<file path="src/rtl/vs4x400_search_ctrl_if.sv">
// Vector-memory port, host write path and score return bundle
// shared by the search controller and its environment.
interface vs4x400_search_ctrl_if #(
  parameter int ADDR_W  = 10,
  parameter int SCORE_W = 32
);
  logic               host_wr_en;
  logic [ADDR_W-1:0]  host_wr_addr;
  logic [63:0]        host_wr_data;
  logic               mem_en;
  logic               mem_we;
  logic [ADDR_W-1:0]  mem_addr;
  logic [63:0]        mem_wdata;
  logic               vec_first;
  logic               vec_last;
  logic               score_valid;
  logic [SCORE_W-1:0] score;

  modport slave (
    input  host_wr_en,
    input  host_wr_addr,
    input  host_wr_data,
    input  score_valid,
    input  score,
    output mem_en,
    output mem_we,
    output mem_addr,
    output mem_wdata,
    output vec_first,
    output vec_last
  );

  modport master (
    output host_wr_en,
    output host_wr_addr,
    output host_wr_data,
    output score_valid,
    output score,
    input  mem_en,
    input  mem_we,
    input  mem_addr,
    input  mem_wdata,
    input  vec_first,
    input  vec_last
  );
endinterface

</file>
<file path="src/rtl/vs4x400_search_ctrl.sv">
// Nearest-match search sequencer and vector-memory arbiter.
// Optional score-threshold early exit: define VS4X400_EARLY_EXIT_EN.
module vs4x400_search_ctrl #(
  parameter int NUM_VEC         = 256,
  parameter int WORDS_PER_VEC   = 4,
  parameter int ADDR_W          = 10,
  parameter int ID_W            = 8,
  parameter int SCORE_W         = 32,
  parameter int MAX_OUTSTANDING = 8
) (
  input  logic               s_axi_aclk,
  input  logic               s_axi_areset,
  input  logic               start_search,
`ifdef VS4X400_EARLY_EXIT_EN
  input  logic [SCORE_W-1:0] score_thresh,
`endif
  vs4x400_search_ctrl_if.slave bus,
  output logic               busy,
  output logic               done,
  output logic [ID_W-1:0]    winner_id,
  output logic [SCORE_W-1:0] max_score,
  output logic               wr_during_search
);

  localparam int TOTAL = NUM_VEC * WORDS_PER_VEC;
  localparam int OUT_W = $clog2(MAX_OUTSTANDING + 1);
  localparam int RCV_W = $clog2(NUM_VEC + 1);

  localparam logic [ADDR_W-1:0] WMASK = ADDR_W'(WORDS_PER_VEC - 1);
  localparam logic [ADDR_W-1:0] LAST_ADDR = ADDR_W'(TOTAL - 1);
  localparam logic [OUT_W-1:0] OUT_MAX = OUT_W'(MAX_OUTSTANDING);
  localparam logic [OUT_W-1:0] OUT_ONE = OUT_W'(1);
  localparam logic [RCV_W-1:0] RCV_ALL = RCV_W'(NUM_VEC);
  localparam logic [RCV_W-1:0] RCV_ONE = RCV_W'(1);

  typedef enum logic [1:0] {
    IDLE,
    ISSUE,
    DRAIN,
    DONE
  } state_t;

  state_t             state;
  logic [ADDR_W-1:0]  wcnt;
  logic [OUT_W-1:0]   out_cnt;
  logic [RCV_W-1:0]   rcnt;
  logic               shadow_valid;
  logic [SCORE_W-1:0] shadow_max;
  logic [ID_W-1:0]    shadow_id;

  logic first_w;
  logic last_w;
  logic score_en;
  logic stall;
  logic stop_now;
  logic do_read;
  logic drain_ok;
  logic inc;
  logic dec;

  assign first_w  = (wcnt & WMASK) == '0;
  assign last_w   = (wcnt & WMASK) == WMASK;
  assign score_en = bus.score_valid
                  && (state == ISSUE || state == DRAIN);
  // Outstanding limit only bites on a vector boundary.
  assign stall = bus.host_wr_en
               || (first_w && out_cnt == OUT_MAX);

`ifdef VS4X400_EARLY_EXIT_EN
  logic early_stop;
  logic hit;

  assign hit = score_en && state == ISSUE
             && bus.score >= score_thresh;
  // Finish the vector in progress before stopping.
  assign stop_now = state == ISSUE
                  && (early_stop || hit) && first_w;
  assign drain_ok = out_cnt == '0;
`else
  assign stop_now = 1'b0;
  assign drain_ok = out_cnt == '0 && rcnt == RCV_ALL;
`endif

  assign do_read = state == ISSUE && !stall && !stop_now;
  assign inc     = do_read && last_w;
  assign dec     = score_en;

  always_ff @(posedge s_axi_aclk or posedge s_axi_areset) begin
    if (s_axi_areset) begin
      state            <= IDLE;
      wcnt             <= '0;
      out_cnt          <= '0;
      rcnt             <= '0;
      shadow_valid     <= 1'b0;
      shadow_max       <= '0;
      shadow_id        <= '0;
      busy             <= 1'b0;
      done             <= 1'b0;
      winner_id        <= '0;
      max_score        <= '0;
      wr_during_search <= 1'b0;
      bus.mem_en       <= 1'b0;
      bus.mem_we       <= 1'b0;
      bus.mem_addr     <= '0;
      bus.mem_wdata    <= '0;
      bus.vec_first    <= 1'b0;
      bus.vec_last     <= 1'b0;
`ifdef VS4X400_EARLY_EXIT_EN
      early_stop       <= 1'b0;
`endif
    end else begin
      done          <= 1'b0;
      bus.mem_en    <= 1'b0;
      bus.mem_we    <= 1'b0;
      bus.vec_first <= 1'b0;
      bus.vec_last  <= 1'b0;

      if (bus.host_wr_en) begin
        bus.mem_en    <= 1'b1;
        bus.mem_we    <= 1'b1;
        bus.mem_addr  <= bus.host_wr_addr;
        bus.mem_wdata <= bus.host_wr_data;
        if (busy) wr_during_search <= 1'b1;
      end else if (do_read) begin
        bus.mem_en    <= 1'b1;
        bus.mem_addr  <= wcnt;
        bus.vec_first <= first_w;
        bus.vec_last  <= last_w;
      end

      unique case (1'b1)
        inc && !dec: out_cnt <= out_cnt + OUT_ONE;
        dec && !inc: out_cnt <= out_cnt - OUT_ONE;
        default: ;
      endcase

      // Strict compare keeps the lowest index on ties.
      if (score_en) begin
        rcnt <= rcnt + RCV_ONE;
        if (!shadow_valid || bus.score > shadow_max) begin
          shadow_valid <= 1'b1;
          shadow_max   <= bus.score;
          shadow_id    <= ID_W'(rcnt);
        end
      end

`ifdef VS4X400_EARLY_EXIT_EN
      if (hit) early_stop <= 1'b1;
`endif

      unique case (state)
        IDLE: begin
          if (start_search) begin
            state            <= ISSUE;
            busy             <= 1'b1;
            wcnt             <= '0;
            rcnt             <= '0;
            out_cnt          <= '0;
            shadow_valid     <= 1'b0;
            wr_during_search <= 1'b0;
`ifdef VS4X400_EARLY_EXIT_EN
            early_stop       <= 1'b0;
`endif
          end
        end
        ISSUE: begin
          if (stop_now) begin
            state <= DRAIN;
          end else if (do_read) begin
            wcnt <= wcnt + 1'b1;
            if (wcnt == LAST_ADDR) state <= DRAIN;
          end
        end
        DRAIN: begin
          if (drain_ok) state <= DONE;
        end
        DONE: begin
          winner_id <= shadow_id;
          max_score <= shadow_max;
          done      <= 1'b1;
          busy      <= 1'b0;
          state     <= IDLE;
        end
        default: state <= IDLE;
      endcase
    end
  end

endmodule

</file>
<file path="src/flat_wrapper.sv">
// flat-port wrapper written by rule: the top's interface ports become plain ports
module vs4x400_search_ctrl_flat 
#(
  parameter int NUM_VEC         = 256,
  parameter int WORDS_PER_VEC   = 4,
  parameter int ADDR_W          = 10,
  parameter int ID_W            = 8,
  parameter int SCORE_W         = 32,
  parameter int MAX_OUTSTANDING = 8
)
  (s_axi_aclk, s_axi_areset, start_search, busy, done, winner_id, max_score, wr_during_search, bus_host_wr_en, bus_host_wr_addr, bus_host_wr_data, bus_score_valid, bus_score, bus_mem_en, bus_mem_we, bus_mem_addr, bus_mem_wdata, bus_vec_first, bus_vec_last);
  vs4x400_search_ctrl_if #(.ADDR_W(ADDR_W), .SCORE_W(SCORE_W)) bus_i ();
  input  logic s_axi_aclk;
  input  logic s_axi_areset;
  input  logic start_search;
  output logic busy;
  output logic done;
  output logic [ID_W-1:0] winner_id;
  output logic [SCORE_W-1:0] max_score;
  output logic wr_during_search;
  input wire logic [$bits(bus_i.host_wr_en)-1:0] bus_host_wr_en;
  input wire logic [$bits(bus_i.host_wr_addr)-1:0] bus_host_wr_addr;
  input wire logic [$bits(bus_i.host_wr_data)-1:0] bus_host_wr_data;
  input wire logic [$bits(bus_i.score_valid)-1:0] bus_score_valid;
  input wire logic [$bits(bus_i.score)-1:0] bus_score;
  output wire logic [$bits(bus_i.mem_en)-1:0] bus_mem_en;
  output wire logic [$bits(bus_i.mem_we)-1:0] bus_mem_we;
  output wire logic [$bits(bus_i.mem_addr)-1:0] bus_mem_addr;
  output wire logic [$bits(bus_i.mem_wdata)-1:0] bus_mem_wdata;
  output wire logic [$bits(bus_i.vec_first)-1:0] bus_vec_first;
  output wire logic [$bits(bus_i.vec_last)-1:0] bus_vec_last;
  assign bus_i.host_wr_en = bus_host_wr_en;
  assign bus_i.host_wr_addr = bus_host_wr_addr;
  assign bus_i.host_wr_data = bus_host_wr_data;
  assign bus_i.score_valid = bus_score_valid;
  assign bus_i.score = bus_score;
  assign bus_mem_en = bus_i.mem_en;
  assign bus_mem_we = bus_i.mem_we;
  assign bus_mem_addr = bus_i.mem_addr;
  assign bus_mem_wdata = bus_i.mem_wdata;
  assign bus_vec_first = bus_i.vec_first;
  assign bus_vec_last = bus_i.vec_last;
  vs4x400_search_ctrl #(.NUM_VEC(NUM_VEC), .WORDS_PER_VEC(WORDS_PER_VEC), .ADDR_W(ADDR_W), .ID_W(ID_W), .SCORE_W(SCORE_W), .MAX_OUTSTANDING(MAX_OUTSTANDING)) u_core (.s_axi_aclk(s_axi_aclk), .s_axi_areset(s_axi_areset), .start_search(start_search), .bus(bus_i), .busy(busy), .done(done), .winner_id(winner_id), .max_score(max_score), .wr_during_search(wr_during_search));
endmodule
</file>
<file path="config.mk">
export PLATFORM = sky130hd
export DESIGN_NAME = vs4x400_search_ctrl_flat
export DESIGN_NICKNAME = d
export VERILOG_FILES = /design/src/rtl/vs4x400_search_ctrl_if.sv /design/src/rtl/vs4x400_search_ctrl.sv /design/src/flat_wrapper.sv
export SDC_FILE = /design/constraint.sdc
export NUM_CORES = 1
export LEC_CHECK = 0
export CORE_ASPECT_RATIO = 1.5
export CORE_UTILIZATION = 30
export DETAILED_ROUTE_END_ITERATION = 8
export PLACE_DENSITY = 0.64
export REMOVE_ABC_BUFFERS = 1
export SYNTH_ARGS = -nofsm -noshare
export SYNTH_HDL_FRONTEND = slang
export SYNTH_SLANG_ARGS = --single-unit
export TNS_END_PERCENT = 100
</file>
<file path="constraint.sdc">
create_clock -name s_axi_aclk -period 17.3 [get_ports s_axi_aclk]
set_input_delay 3.46 -clock s_axi_aclk [delete_from_list [all_inputs] [get_ports s_axi_aclk]]
set_output_delay 3.46 -clock s_axi_aclk [all_outputs]
set_load 0.02 [all_outputs]
</file>
==> results.md <==
* Status: finished, final reports clean
* DR iter-0 viols at 179
* Async S/R FF share, synth at 100.0%
* Slew Limit Fails at 0
* Final hold viol count at 0
* DRC Markers at 0
* Worst vdd ir at 0.00006634 V
* Leakage at 5.093 nW
* TritonCTS clock tree: yes
* Crit-path cells: clkdlybuf4s50_1 -> ha_1 -> nand4_1 -> nor3_1 -> a21boi_0 -> or4_4 -> a41oi_4 -> buf_4 -> mux2_2
* CTS Root Cell: clkbuf_16
* Via/cell ratio at 4.634
* Critical path buffers and inverters at 2
* Initial Util at 30.48%
* H-tree levels at 4
* Die H at 205.3 µm
* Post-CTS setup buffer count at 0
* Number of buffers added on ports at 231
* Skew-Pair Late Insertion Delay at 0.44 ns
* Layout net count at 1,023
* Post-route ant nets at 0
* Avg Cell Area, Syn at 12.94 µm²
* Slowest CP cell: a41oi_4
* Core ar. at 0.02713 mm²
* Warning count from the yosys run at 0
* Tightest Hold Check Type: reg2reg
* Post-Synthesis Cell Area at 0.008269 mm²
* Biggest area consumer among synthesized cells: dfrtp_1
* Largest cells by area after synthesis: dfrtp_1 57%, mux2_2 18%, ha_1 6.5%
* Total Die Area at 0.02824 mm²
* CTS resizes at 0
* Detailed-route via count at 5,677
* Fillcell total at 2,545
* Post-synthesis sequential area ratio at 56.59%
* Global-route wire length before repair at 29,800 µm
* Dominant synthesized flop cell: dfrtp_1
* Setup TNS at 0 ns
* Post-synthesis sequential element count at 187
* Cell variety after synth at 41
* Slew margin rel. at 34.68%
* Cts bufs inserted at 17
* Setup CP Type: in2reg
* CP arrival at 6.56 ns
* Met2 usage at 24.30%
* Vias in the first global route at 5,565
* Setup ws final at 11.06 ns
* Crit Path Max Fanout at 26
* Crit end category: flop
* Fraction of final layout cells sized beyond drive strength 1 at 20.29%
* Final estimated routing congestion in global placement at 0.7292
* GR Util met3 at 2.932%
* I/O pin count at 232
* Tot GR Track Use at 13.81%
* Row count at 74
* Die X-Extent at 137.6 µm
* Max stage delay on crit path at 0.58 ns
* Initial antenna violation count at 1
* Most used routing layer: met2
* Pwr Density at 115.8 mW/mm²
* Largest net degree at the start of global routing at 112
* Routing usage on met1 at 16.05%
* Syn Inst Count at 639
* CTS sink count at 187
* Worst-Margin Slew at 0.9799 ns
* Yosys top cell area share at 56.59%
* RSZ-0062 raised after global routing: no
* Final setup vio count at 0
* Worst Skew at 0.008190 ns
* Drt pass-1 iters at 4
* Clock Pin Slew Worst Setup and Hold Paths at 0.07 ns
* Post-synth EDFFs at 0
* Max Fclk at 0.1603 GHz
* CTS Hold Bufs at 0
* GRT Residual Overflow at 0
* Pre-CTS setup slack at 10.52 ns
* Tmin final at 6.237 ns
* Final HPWL DP at 13,890 µm
* Detailed-route wire length per cell at 15.67 µm
* Period utilization at 36.05%
* Critical Path RT at 17.62 ns
* Final wirelength at 19,200 µm
* Top delay family on crit path: buffers and inverters
* Critical Path Source Type: primary input
* P&R area growth vs syn at 38.92%
* Max_cap viols at 0
* Maximum clock insertion buffer count at 2
cell type report:
type	count	area [µm²]	share of cell area (%)
clock inverters	12	105.1	0.9149
inverters	45	176.4	1.536
well taps	342	427.9	3.725
multi-input cells	383	3302	28.74
clock buffers	20	456.7	3.976
diodes	1	2.502	0.02178
repair buffers	235	2337	20.35
flip-flops and latches	187	4679	40.74
cell usage after synthesis, types with 7 or more instances:
master / instances
dfrtp_1: 187
xor2_1: 12
nand4_1: 13
a21oi_1: 23
ha_1: 43
nand2_1: 25
inv_1: 43
mux2_1: 10
o21ai_0: 15
o22ai_1: 10
nand3_1: 7
mux2_2: 135
nor2_1: 40
clkbuf_1: 16
power by group:
group	internal (mW)	switching [mW]	total, mW
clock	0.196	0.179	0.375
sequential	0.522	0.0688	0.591
combinational	0.193	0.172	0.365
placed cells by master (no fill, tap or decap), drive strengths merged, types with 2 or more instances in the layout:
| master | synthesis | layout |
|---|---|---|
| a211oi | 4 | 4 |
| a21o | 3 | 3 |
| a21oi | 23 | 23 |
| a22o | 2 | 2 |
| a22oi | 2 | 2 |
| and2 | 2 | 2 |
| and3 | 6 | 6 |
| buf | 8 | 5 |
| clkbuf | 16 | 20 |
| clkdlybuf4s50 | 0 | 230 |
| clkinv | 2 | 5 |
| clkinvlp | 0 | 3 |
| dfrtp | 187 | 187 |
| ha | 43 | 43 |
| inv | 43 | 49 |
| mux2 | 145 | 145 |
| mux2i | 3 | 3 |
| nand2 | 25 | 25 |
| nand3 | 7 | 7 |
| nand4 | 14 | 14 |
| nor2 | 40 | 40 |
| nor2b | 3 | 3 |
| nor3 | 4 | 4 |
| o21ai | 15 | 15 |
| o22ai | 10 | 10 |
| or3 | 5 | 5 |
| xnor2 | 4 | 4 |
| xor2 | 12 | 12 |
final timing paths:
check,startpoint,endpoint,slack (ns),cells past startpoint
worst max-delay path,bus_score[15],u_core.shadow_max[26]$_DFFE_PP0P_,11.06,9
min in group asynchronous,s_axi_areset,u_core.bus.mem_wdata[27]$_DFFE_PP0P_,3.55,2
worst min-delay path,u_core.shadow_id[4]$_DFFE_PP0P_,u_core.shadow_id[4]$_DFFE_PP0P_,0.49,1
max in group asynchronous,s_axi_areset,u_core.bus.mem_addr[5]$_DFFE_PP0P_,12.21,3
worst min register to register,u_core.shadow_id[4]$_DFFE_PP0P_,u_core.shadow_id[4]$_DFFE_PP0P_,0.49,1
worst max register to register,u_core.shadow_max[26]$_DFFE_PP0P_,u_core.shadow_max[26]$_DFFE_PP0P_,14.12,9
sequential cells by signal, indices dropped and copies added (netlist names), 2 cells and up:
| register | cells |
|---|---|
| u_core.max_score | 32 |
| u_core.bus.mem_wdata | 64 |
| u_core.shadow_max | 32 |
| u_core.winner_id | 8 |
| u_core.wcnt | 10 |
| u_core.rcnt | 9 |
| u_core.state | 2 |
| u_core.bus.mem_addr | 10 |
| u_core.shadow_id | 8 |
| u_core.out_cnt | 4 |
per-stage QoR:
stage	util, %	area [µm²]	power (mW)	std cells	hold WS (ns)
floorplan	-	8148	0.8280	615	0.4585
global route	42.34	11490	1.421	1225	0.5073
CTS	42.33	11480	1.353	1224	0.4947
global placement	40.26	10920	0.9588	1192	0.4777
detailed placement	40.26	10920	0.9700	1192	0.4780
finish	42.34	11490	1.331	1225	0.4877
worst register-to-register path: cells and delay by family, from the launching register on:
family	cells	cell delay (ns)
adder cells (fa/ha/maj)	1	0.29
multiplexers	1	0.40
AND/OR/NAND/NOR	3	0.87
buffers and inverters	2	0.51
AO/OA/AOI/OAI	2	0.62
flip-flops	1	0.38
per-layer routing:
metal	wire (µm)	vias up
met5	0	-
met4	244	0
met3	897	16
met2	10370	144
met1	7683	2816
li1	-	2701
cell families after synthesis:
group	count (synthesis)	share of synthesized area, %
buffers and inverters	69	3.510
multiplexers	148	20.11
AO/OA/AOI/OAI	65	4.933
flip-flops	187	56.59
XOR/XNOR	16	1.695
adder cells (fa/ha/maj)	43	6.506
AND/OR/NAND/NOR	111	6.658
(Power assumes the default switching activity.)
